==> config.mk <==
export PLATFORM = sky130hd
export DESIGN_NAME = sar_controller
export DESIGN_NICKNAME = d
export VERILOG_FILES = /design/src/rtl/sar_pkg.sv /design/src/rtl/sync_ff.sv /design/src/rtl/sar_controller.sv
export SDC_FILE = /design/constraint.sdc
export NUM_CORES = 1
export LEC_CHECK = 0
export CORE_AREA = 2 2 77 50
export CTS_BUF_LIST = sky130_fd_sc_hd__clkbuf_4 sky130_fd_sc_hd__clkbuf_8 sky130_fd_sc_hd__clkbuf_16
export DETAILED_ROUTE_END_ITERATION = 8
export DIE_AREA = 0 0 79 52
export MAX_ROUTING_LAYER = met4
export PLACE_DENSITY_LB_ADDON = 0.3
export SYNTH_ARGS = -nofsm -noshare
export SYNTH_HDL_FRONTEND = slang
export SYNTH_SLANG_ARGS = --single-unit
==> constraint.sdc <==
create_clock -name clk -period 2.35 [get_ports clk]
set_clock_uncertainty 0.15 [all_clocks]
set_input_delay 0.47 -clock clk [delete_from_list [all_inputs] [get_ports clk]]
set_output_delay 0.47 -clock clk [all_outputs]
set_load 0.1 [all_outputs]
==> src/rtl/sar_pkg.sv <==
// sar_pkg: shared types and constants for the SAR controller slice.
package sar_pkg;

    // Controller FSM states.
    typedef enum logic [1:0] {
        S_IDLE   = 2'd0,
        S_SETTLE = 2'd1,
        S_DECIDE = 2'd2,
        S_DONE   = 2'd3
    } sar_state_t;

    // Fewest flops allowed in the comparator synchronizer.
    localparam int unsigned SYNC_STAGES_MIN = 2;

endpackage

==> src/rtl/sync_ff.sv <==
// sync_ff: multi-stage flip-flop synchronizer for a single asynchronous bit.
module sync_ff
    import sar_pkg::*;
#(
    parameter int unsigned STAGES = 2
) (
    input  logic i_clk,
    input  logic i_reset,
    input  logic i_d,
    output logic o_q
);

    if (STAGES < SYNC_STAGES_MIN) begin : g_bad_stages
        $error("sync_ff: STAGES must be at least %0d", SYNC_STAGES_MIN);
    end

    logic [STAGES-1:0] r_sync;

    // Shift the raw input through the synchronizer chain.
    always_ff @(posedge i_clk) begin
        if (i_reset) begin
            r_sync <= '0;
        end else begin
            r_sync <= {r_sync[STAGES-2:0], i_d};
        end
    end

    assign o_q = r_sync[STAGES-1];

endmodule

==> src/rtl/sar_controller.sv <==
// sar_controller: successive-approximation ADC controller with a ramp-compare
// capture mode. Optional build macro SAR_CTRL_AUTO_RESTART_EN makes DONE start
// the next conversion directly while enable and adc_mode stay high.
module sar_controller
    import sar_pkg::*;
#(
    parameter int unsigned WIDTH         = 8,
    parameter int unsigned SETTLE_CYCLES = 1000,
    parameter int unsigned SYNC_STAGES   = 2
) (
    input  logic             clk,
    input  logic             reset,
    input  logic             enable,
    input  logic             adc_mode,
    input  logic             start,
    input  logic             comparator_in,
    output logic [WIDTH-1:0] sar_duty_cycle,
    output logic [WIDTH-1:0] result,
    output logic             done,
    output logic             busy,
    output logic             capture_en
);

    if (SETTLE_CYCLES < SYNC_STAGES + 1) begin : g_bad_settle
        $error("sar_controller: SETTLE_CYCLES must be >= SYNC_STAGES+1");
    end

    localparam int unsigned     IDX_W     = (WIDTH > 1) ? $clog2(WIDTH) : 1;
    localparam int unsigned     CNT_W     = (SETTLE_CYCLES > 1) ? $clog2(SETTLE_CYCLES) : 1;
    localparam logic [WIDTH-1:0] TRIAL_MSB = WIDTH'(1) << (WIDTH - 1);
    localparam logic [IDX_W-1:0] IDX_MSB   = IDX_W'(WIDTH - 1);
    localparam logic [CNT_W-1:0] CNT_LOAD  = CNT_W'(SETTLE_CYCLES - 1);

    sar_state_t       r_state, w_state_nxt;
    logic [WIDTH-1:0] r_trial, w_trial_nxt, w_trial_dec;
    logic [WIDTH-1:0] r_result, w_result_nxt;
    logic [IDX_W-1:0] r_idx, w_idx_nxt, w_idx_dn;
    logic [CNT_W-1:0] r_cnt, w_cnt_nxt;
    logic             w_comp_s;
    logic             r_comp_prev;
    logic             w_run;

    sync_ff #(.STAGES(SYNC_STAGES)) u_sync (
        .i_clk   (clk),
        .i_reset (reset),
        .i_d     (comparator_in),
        .o_q     (w_comp_s)
    );

    assign w_run    = enable & adc_mode;
    assign w_idx_dn = r_idx - IDX_W'(1);

    // Next-state, trial, counter and result logic for the SAR sequence.
    always_comb begin
        w_state_nxt  = r_state;
        w_trial_nxt  = r_trial;
        w_result_nxt = r_result;
        w_idx_nxt    = r_idx;
        w_cnt_nxt    = r_cnt;
        w_trial_dec  = r_trial;
        if (!w_comp_s) begin
            w_trial_dec[r_idx] = 1'b0;
        end
        case (r_state)
            S_IDLE: begin
                if (start && w_run) begin
                    w_state_nxt = S_SETTLE;
                    w_trial_nxt = TRIAL_MSB;
                    w_idx_nxt   = IDX_MSB;
                    w_cnt_nxt   = CNT_LOAD;
                end
            end
            S_SETTLE: begin
                if (r_cnt == '0) begin
                    w_state_nxt = S_DECIDE;
                end else begin
                    w_cnt_nxt = r_cnt - CNT_W'(1);
                end
            end
            S_DECIDE: begin
                w_trial_nxt = w_trial_dec;
                if (r_idx == '0) begin
                    // Result is loaded on entry to DONE so it is valid alongside the done pulse.
                    w_result_nxt = w_trial_dec;
                    w_state_nxt  = S_DONE;
                end else begin
                    w_trial_nxt[w_idx_dn] = 1'b1;
                    w_idx_nxt             = w_idx_dn;
                    w_cnt_nxt             = CNT_LOAD;
                    w_state_nxt           = S_SETTLE;
                end
            end
            S_DONE: begin
`ifdef SAR_CTRL_AUTO_RESTART_EN
                if (w_run) begin
                    w_state_nxt = S_SETTLE;
                    w_trial_nxt = TRIAL_MSB;
                    w_idx_nxt   = IDX_MSB;
                    w_cnt_nxt   = CNT_LOAD;
                end else begin
                    w_state_nxt = S_IDLE;
                end
`else
                w_state_nxt = S_IDLE;
`endif
            end
            default: w_state_nxt = S_IDLE;
        endcase
        // Dropping enable or leaving SAR mode abandons any conversion in flight.
        if (r_state != S_IDLE && !w_run) begin
            w_state_nxt  = S_IDLE;
            w_trial_nxt  = '0;
            w_idx_nxt    = '0;
            w_cnt_nxt    = '0;
            w_result_nxt = r_result;
        end
    end

    // State and datapath registers; comparator history tracks comp_s continuously.
    always_ff @(posedge clk) begin
        if (reset) begin
            r_state     <= S_IDLE;
            r_trial     <= '0;
            r_result    <= '0;
            r_idx       <= '0;
            r_cnt       <= '0;
            r_comp_prev <= 1'b0;
        end else begin
            r_state     <= w_state_nxt;
            r_trial     <= w_trial_nxt;
            r_result    <= w_result_nxt;
            r_idx       <= w_idx_nxt;
            r_cnt       <= w_cnt_nxt;
            r_comp_prev <= w_comp_s;
        end
    end

    assign sar_duty_cycle = r_trial;
    assign result         = r_result;
    assign done           = (r_state == S_DONE);
    assign busy           = (r_state != S_IDLE);
    assign capture_en     = enable & ~adc_mode & w_comp_s & ~r_comp_prev;

endmodule

==> results by group, run 1 <==
Timing
  – Max-slew headroom at the worst pin: 49.8%
  – Final-report max-slew violation count: 0
  – Worst hold slack after final layout: 0.293 ns
  – Unrepaired setup endpoints after global routing: no
  – Final Critical Period: 2.19 ns
  – Fmax: 456 MHz
  – Hold Fails Final Rpt: 0
  – Measured slew at the worst slew-check pin: 0.753 ns
  – Part of the cycle the worst path needs: 93.2%
  – Number of failing setup endpoints in the final timing report: 0
  – Final total negative setup slack: 0 ns

Global routing
  – Pin count of the biggest net entering global routing: 23
  – Number of antenna violations at the first check in global routing: 0
  – Total GRT Usage: 23.0%
  – Wire length of the first global-routing pass: 6940 um
  – Vias in the first global route: 1,402
  – GRT overflow: 0

Synthesis
  – Register bit total from synthesis: 34
  – Most numerous cell types in the synthesized netlist: dfxtp_1, a21oi_1, nand2_1, nor2_1, nor2b_1
  – Average cell area after synthesis: 8.87 um^2
  – Post-synthesis instance area: 1720 um^2
  – Area fraction of the dominant cell type after synthesis: 39.6%
  – Sequential share of the synthesized area: 39.6%
  – Cells taking the most area after synthesis: dfxtp_1, a21oi_1, mux2i_1
  – Synth cell types: 50
  – Async SR Flop Fraction: 0%
  – Yosys Warn Count: 0
  – Count of mapped cells out of synthesis: 194
  – Syn Nets: 203
  – Top-count cell post-synth: dfxtp_1
  – Predominant post-synthesis flop cell: dfxtp_1
  – Cell taking the most area after synthesis: dfxtp_1
  – Number of flops mapped to enable cells by yosys: 0

Layout
  – Number of nets in the layout: 239
  – Post-route non-filler standard cell count: 278
  – Fin util: 63.0%
  – Layout-stage area growth over the synthesis result: 26.3%
  – Layout cell share with drive strength beyond 1: 21.2%
  – Antenna diode count: 0

Critical path
  – Data required time of the worst path: 2.42 ns
  – Critical Setup Path Class: reg2reg
  – Delay-heaviest family, CP: simple AND/OR/NAND/NOR gates
  – Data arrival, critical path: 2.26 ns
  – Combined buffer and inverter count along the critical path: 1
  – CP cell instances: inv_1 -> ha_1 -> or4b_4 -> or2_0 -> or4_1 -> a31oi_1
  – Crit start category: flip-flop
  – Minimum setup slack among reg-to-reg paths: 0.16 ns
  – Crit end category: flip-flop
  – Worst Path Max Fanout: 6
  – Slowest stage delay, CP: 0.51 ns
  – CP max stage cell: or4b_4

Detailed routing
  – DRC Markers: 0
  – Antenna-violating nets left: 0
  – Total routed wirelength: 4120 um
  – Total via count after detailed routing: 1,611
  – First drt pass iteration count: 4
  – Average wire per cell in the routed design: 14.8 um
  – Drt initial violations: 192
  – Vias per cell: 5.79

Die
  – Width of the die: 79 um
  – Core Area: 3450 um^2
  – Starting density of the core: 49.9%
  – Number of placement rows: 17
  – Height of the die: 52 um
  – Total Die Area: 4110 um^2
  – IO Pins: 25

Placement
  – Quantity of I/O buffers inserted on ports: 24
  – Count of placed standard cells including taps: 270
  – Half-perimeter wire length after placement: 3000 um
  – Final weighted congestion in routability-driven placement: 0.935

Clock tree
  – Clock tree from TritonCTS: done
  – Clock network latency to the later pin of the worst-skew pair: 0.29 ns
  – Number of buffers created by CTS: 5
  – Clock Tree Root: clkbuf_8
  – Number of buffers inserted by post-CTS setup repair: 0
  – Resized cells post-CTS: 0
  – Number of buffers added to fix hold violations after cts: 0
  – Maximum clock insertion buffer count: 2
  – Clock net sink count: 34
  – Number of H-tree branching levels: 2
  – Clock Pin Slew Worst Setup and Hold Paths: 0.07 ns

Worst hold path
  – Min-delay worst type: reg2reg

Pwr
  – Pwr/cell area: 1020 nW/um^2
  – Leakage power summed over all cells: 0.784 nW
  – VDD IR-drop max: 0.448 mV
  – Overall power after layout: 0.00221 W

Flow run
  – Maximum Capacitance Violations: 0

Outcome
  – Outcome: finished, final reports clean
## sequential cells by signal, indices dropped and copies added, names as in the netlist
name	flops
r_state	2
r_comp_prev	1
r_cnt	10
r_idx	3
sar_duty_cycle	8
result	8
u_sync.r_sync	2
## layout make-up
cell class                 instances  area, um^2
fill                             302        1270
multi-input combinational        146         991
sequential                        34         681
timing repair buffer              36         320
clock buffer                       7        90.1
tap                               47        58.8
inverter                           7        26.3
clock inverter                     1        5.00
## placed cells by master (no fill, tap or decap), drive strengths merged, types with 7 or more instances in the layout
master	Yosys	final
nor2	16	16
buf	1	31
o21ai	8	8
inv	7	7
mux2i	8	8
nand2	15	15
clkbuf	6	7
a211oi	7	7
dfxtp	34	34
nor2b	9	9
a21oi	19	19
## worst paths after layout
| path | cells past startpoint | startpoint | end |
|---|---|---|---|
| min | 1 | u_sync.r_sync[0]$_SDFF_PP0_ | u_sync.r_sync[1]$_SDFF_PP0_ |
| min reg2reg | 1 | u_sync.r_sync[0]$_SDFF_PP0_ | u_sync.r_sync[1]$_SDFF_PP0_ |
| max reg2reg | 6 | r_cnt[1]$_SDFFE_PP0P_ | r_cnt[6]$_SDFFE_PP0P_ |
| max | 6 | r_cnt[1]$_SDFFE_PP0P_ | r_cnt[6]$_SDFFE_PP0P_ |
## stage by stage
step / worst slack, ns / cell area (um^2)
finish: 0.159 / 2170
global route: 0.100 / 2170
CTS: 0.180 / 2170
detailed placement: 0.0492 / 2080
global placement: 0.0964 / 2080
floorplan: 0.0458 / 1730
## power breakdown
part           leakage [nW]  switching [W]  internal [W]
combinational         0.456       0.000588      0.000398
clock                0.0517       0.000212      0.000248
sequential            0.277       0.000102      0.000664
## metal layers
metal,track usage (%),wire length [um]
met1,34.6,2230
met2,29.0,1550
met3,5.90,298
met4,7.76,45
met5,-,0
## kinds of logic after synthesis
family / share of synthesized area [%]
AND/OR/NAND/NOR: 24.8
adder cells (fa/ha/maj): 2.18
AO/OA/AOI/OAI: 24.7
XOR/XNOR: 1.02
flip-flops: 39.6
buffers and inverters: 3.13
multiplexers: 4.65
Power figures use the tool's default switching activity.
==> run 2: changes to the inputs <==
--- a/config.mk
+++ b/config.mk
@@ -5,10 +5,11 @@
 export SDC_FILE = /design/constraint.sdc
 export NUM_CORES = 1
 export LEC_CHECK = 0
-export CORE_AREA = 2 2 77 50
+export ABC_AREA = 1
+export CORE_AREA = 5 5 80 53
 export CTS_BUF_LIST = sky130_fd_sc_hd__clkbuf_4 sky130_fd_sc_hd__clkbuf_8 sky130_fd_sc_hd__clkbuf_16
 export DETAILED_ROUTE_END_ITERATION = 8
-export DIE_AREA = 0 0 79 52
+export DIE_AREA = 0 0 85 58
 export MAX_ROUTING_LAYER = met4
 export PLACE_DENSITY_LB_ADDON = 0.3
 export SYNTH_ARGS = -nofsm -noshare
==> run 2 against run 1 <==
- sequential share of layout area up 1.5 points
- combinational power is 35% higher
- largest cell class unchanged
- sequential power rose by 2%
- fmax rose by 8.4%
- first-iteration DRC count decreased by 31%
- highest routed layer unchanged
- critical path type is now in2out
==> results by group, run 2 <==
Synthesis
  – Cells taking the most area after synthesis: dfxtp_1, nand2_1, nor2_1
  – Area fraction of the dominant cell type after synthesis: 39.4% (-0.20 points)
  – Yosys Warn Count: 0 (unchanged)
  – Most numerous cell types in the synthesized netlist: nand2_1, nor2_1, dfxtp_1
  – Predominant post-synthesis flop cell: dfxtp_1
  – Count of mapped cells out of synthesis: 249 (+28%)
  – Number of flops mapped to enable cells by yosys: 0 (unchanged)
  – Register bit total from synthesis: 34 (unchanged)
  – Sequential share of the synthesized area: 39.4% (-0.20 points)
  – Average cell area after synthesis: 6.94 um^2 (-22%)
  – Syn Nets: 258 (+27%)
  – Async SR Flop Fraction: 0% (unchanged)
  – Top-count cell post-synth: nand2_1
  – Cell taking the most area after synthesis: dfxtp_1
  – Post-synthesis instance area: 1730 um^2 (+0.51%)
  – Synth cell types: 33 (-34%)

Layout
  – Fin util: 60.1% (-2.9 points)
  – Number of flip-flops in the largest register: 10 (unchanged)
  – Antenna diode count: 0 (unchanged)
  – Sequential cell area: 681 um^2 (unchanged)
  – Most used cells in the layout excluding fill and tap cells: nand2_1, nor2_1, dfxtp_1
  – Number of nets in the layout: 287 (+20%)
  – Layout fillers: 338 (+12%)
  – Register ranked first by flip-flop count: r_cnt
  – Most common cell after layout, fill and taps aside: nand2_1
  – Layout cell share with drive strength beyond 1: 16.6% (-4.6 points)
  – Layout-stage area growth over the synthesis result: 19.8%
  – Total area of multi-input combinational cells: 902 um^2 (-9.0%)

Placement
  – Half-perimeter wire length after placement: 3040 um (+1.3%)
  – Final weighted congestion in routability-driven placement: 0.912 (-2.4%)
  – Placement-stage worst setup slack: 0.129 ns (+0.0802 ns)
  – Quantity of I/O buffers inserted on ports: 24 (unchanged)

Critical path
  – Crit end category: output port
  – Crit start category: input port
  – Data arrival, critical path: 1.40 ns (-0.86 ns)
  – Critical Setup Path Class: in2out
  – Data required time of the worst path: 1.73 ns (-0.69 ns)
  – Worst r2r path cells: 9 (+3)
  – Worst Path Max Fanout: 2 (-4)

Timing
  – Final Critical Period: 2.02 ns (-0.170 ns)
  – Final total negative setup slack: 0 ns (unchanged)
  – Unrepaired setup endpoints after global routing: no
  – Final-report max-slew violation count: 0 (unchanged)
  – Part of the cycle the worst path needs: 86.0% (-7.2 points)
  – Max-slew headroom at the worst pin: 71.0% (+21 points)
  – Final Worst Setup Slack: 0.329 ns (+0.170 ns)
  – Measured slew at the worst slew-check pin: 0.434 ns (-0.319 ns)
  – Number of failing setup endpoints in the final timing report: 0 (unchanged)
  – Fmax: 495 MHz (+8.4%)
  – Hold Fails Final Rpt: 0 (unchanged)

Die
  – Height of the die: 58 um (+12%)
  – Number of placement rows: 17 (unchanged)
  – Width of the die: 85 um (+7.6%)
  – Starting density of the core: 50.2% (+0.25 points)
  – Core Area: 3450 um^2 (unchanged)
  – IO Pins: 25 (unchanged)
  – Total Die Area: 4930 um^2 (+20%)

Clock tree
  – Clock tree from TritonCTS: done
  – Resized cells post-CTS: 0 (unchanged)
  – Clock network latency to the later pin of the worst-skew pair: 0.28 ns (about the same)
  – Number of H-tree branching levels: 2 (unchanged)
  – Clock Pin Slew Worst Setup and Hold Paths: 0.06 ns (about the same)
  – Number of buffers inserted by post-CTS setup repair: 0 (unchanged)
  – Clock Tree Root: clkbuf_8
  – Number of buffers added to fix hold violations after cts: 0 (unchanged)
  – Number of buffers created by CTS: 5 (unchanged)
  – Clock net sink count: 34 (unchanged)
  – Maximum clock insertion buffer count: 2 (unchanged)

Pwr
  – Leakage power summed over all cells: 0.961 nW (+23%)
  – VDD IR-drop max: 0.700 mV (+56%)
  – Pwr/cell area: 1220 nW/um^2 (+20%)
  – Total internal power: 0.00130 W (-0.41%)
  – Relative contribution of sequential cells to total power: 30.7% (-3.9 points)
  – Switching portion of total power: 48.5% (+7.7 points)
  – Switching Power: 0.00123 W (+36%)
  – Clock group share of total power: 16.7% (-4.1 points)
  – Combinational group share of total power: 52.6% (+8.0 points)

Detailed routing
  – Antenna-violating nets left: 0 (unchanged)
  – Total via count after detailed routing: 1,621 (+0.62%)
  – Drt initial violations: 132 (-31%)
  – Top sig layer: met4
  – First drt pass iteration count: 4 (unchanged)
  – Average wire per cell in the routed design: 12.2 um (-18%)
  – Total routed wirelength: 3950 um (-4.1%)
  – Sum of met3 wire segment lengths after detailed routing: 344 um (+15%)
  – DRC Markers: 0 (unchanged)
  – Vias per cell: 5.00 (-14%)
  – Met2 wire len: 1470 um (-5.1%)
  – Routed metal-1 wirelength: 2100 um (-6.0%)

Global routing
  – Wire length of the first global-routing pass: 6830 um (-1.6%)
  – GRT overflow: 0 (unchanged)
  – Number of antenna violations at the first check in global routing: 0 (unchanged)
  – Total GRT Usage: 18.2% (-4.8 points)
  – Vias in the first global route: 1,432 (+2.1%)
  – Pin count of the biggest net entering global routing: 16 (-30%)

Worst hold path
  – Min-delay worst type: reg2reg
  – Worst hold stages: 2 (+1)

Flow run
  – Maximum Capacitance Violations: 0 (unchanged)

Outcome
  – Outcome: finished, final reports clean
run 2: changes by cell type after synthesis, sizes merged, moves of 6 or more:
cell	before	now
mux2i	8	1
nand2	15	63
nor2	16	43
nand3	1	18
inv	7	31
nand2b	6	0
nor2b	9	0
run 2: final timing paths:
kind	start	slack [ns]	endpoint
hold / removal	u_sync.r_sync[0]$_SDFF_PP0_	0.26	u_sync.r_sync[1]$_SDFF_PP0_
setup / recovery	enable	0.33	capture_en
hold reg to reg	u_sync.r_sync[0]$_SDFF_PP0_	0.26	u_sync.r_sync[1]$_SDFF_PP0_
setup reg to reg	r_cnt[0]$_SDFFE_PP0P_	0.54	r_cnt[3]$_SDFFE_PP0P_
run 2: kinds of logic after synthesis:
logic type / Yosys count / synth area share [%]
adder cells (fa/ha/maj): 3 / 2.17
flip-flops: 34 / 39.4
AND/OR/NAND/NOR: 130 / 33.6
XOR/XNOR: 3 / 1.95
AO/OA/AOI/OAI: 42 / 13.5
buffers and inverters: 36 / 8.76
multiplexers: 1 / 0.579
run 2: power by group through the flow:
stage	logic (W)	registers [W]	clock network, W
2_1_floorplan	0.00101	0.000826	0
3_3_place_gp	0.00129	0.000788	0
3_5_place_dp	0.00131	0.000789	0
4_1_cts	0.00132	0.000776	0.000432
5_1_grt	0.00148	0.000793	0.000462
6_report	0.00133	0.000778	0.000422
run 2: per-layer routing:
layer | track usage (%) | up-vias
met5 | - | -
met4 | 6.77 | 0
met3 | 4.83 | 4
met2 | 22.3 | 53
met1 | 27.5 | 712
li1 | - | 852
run 2: final cells by class:
class	count	area share [%]
multi-input cells	179	43.6
flip-flops and latches	34	32.9
repair buffers	27	11.0
inverters	31	5.74
clock buffers	6	3.99
well taps	47	2.84
run 2: worst max-delay path, stage by stage:
cell             delay, ns
clkdlybuf4s50_1       0.48
nand2_1               0.07
nor3_2                0.17
buf_12                0.21
run 2: stage by stage:
stage | hold slack (ns) | cells | power, W | cell area [um^2]
floorplan | 0.238 | 249 | 0.00183 | 1730
global placement | 0.249 | 318 | 0.00208 | 1990
detailed placement | 0.257 | 318 | 0.00210 | 1990
CTS | 0.268 | 324 | 0.00253 | 2070
global route | 0.307 | 324 | 0.00273 | 2070
finish | 0.263 | 324 | 0.00253 | 2070
==> run 3: changes to the inputs <==
--- a/config.mk
+++ b/config.mk
@@ -10,6 +10,7 @@
 export CTS_BUF_LIST = sky130_fd_sc_hd__clkbuf_4 sky130_fd_sc_hd__clkbuf_8 sky130_fd_sc_hd__clkbuf_16
 export DETAILED_ROUTE_END_ITERATION = 8
 export DIE_AREA = 0 0 85 58
+export GPL_ROUTABILITY_DRIVEN = 0
 export MAX_ROUTING_LAYER = met4
 export PLACE_DENSITY_LB_ADDON = 0.3
 export SYNTH_ARGS = -nofsm -noshare
==> results of run 3 <==
No change in the layout: final DEF, timing and power equal those of run 2.
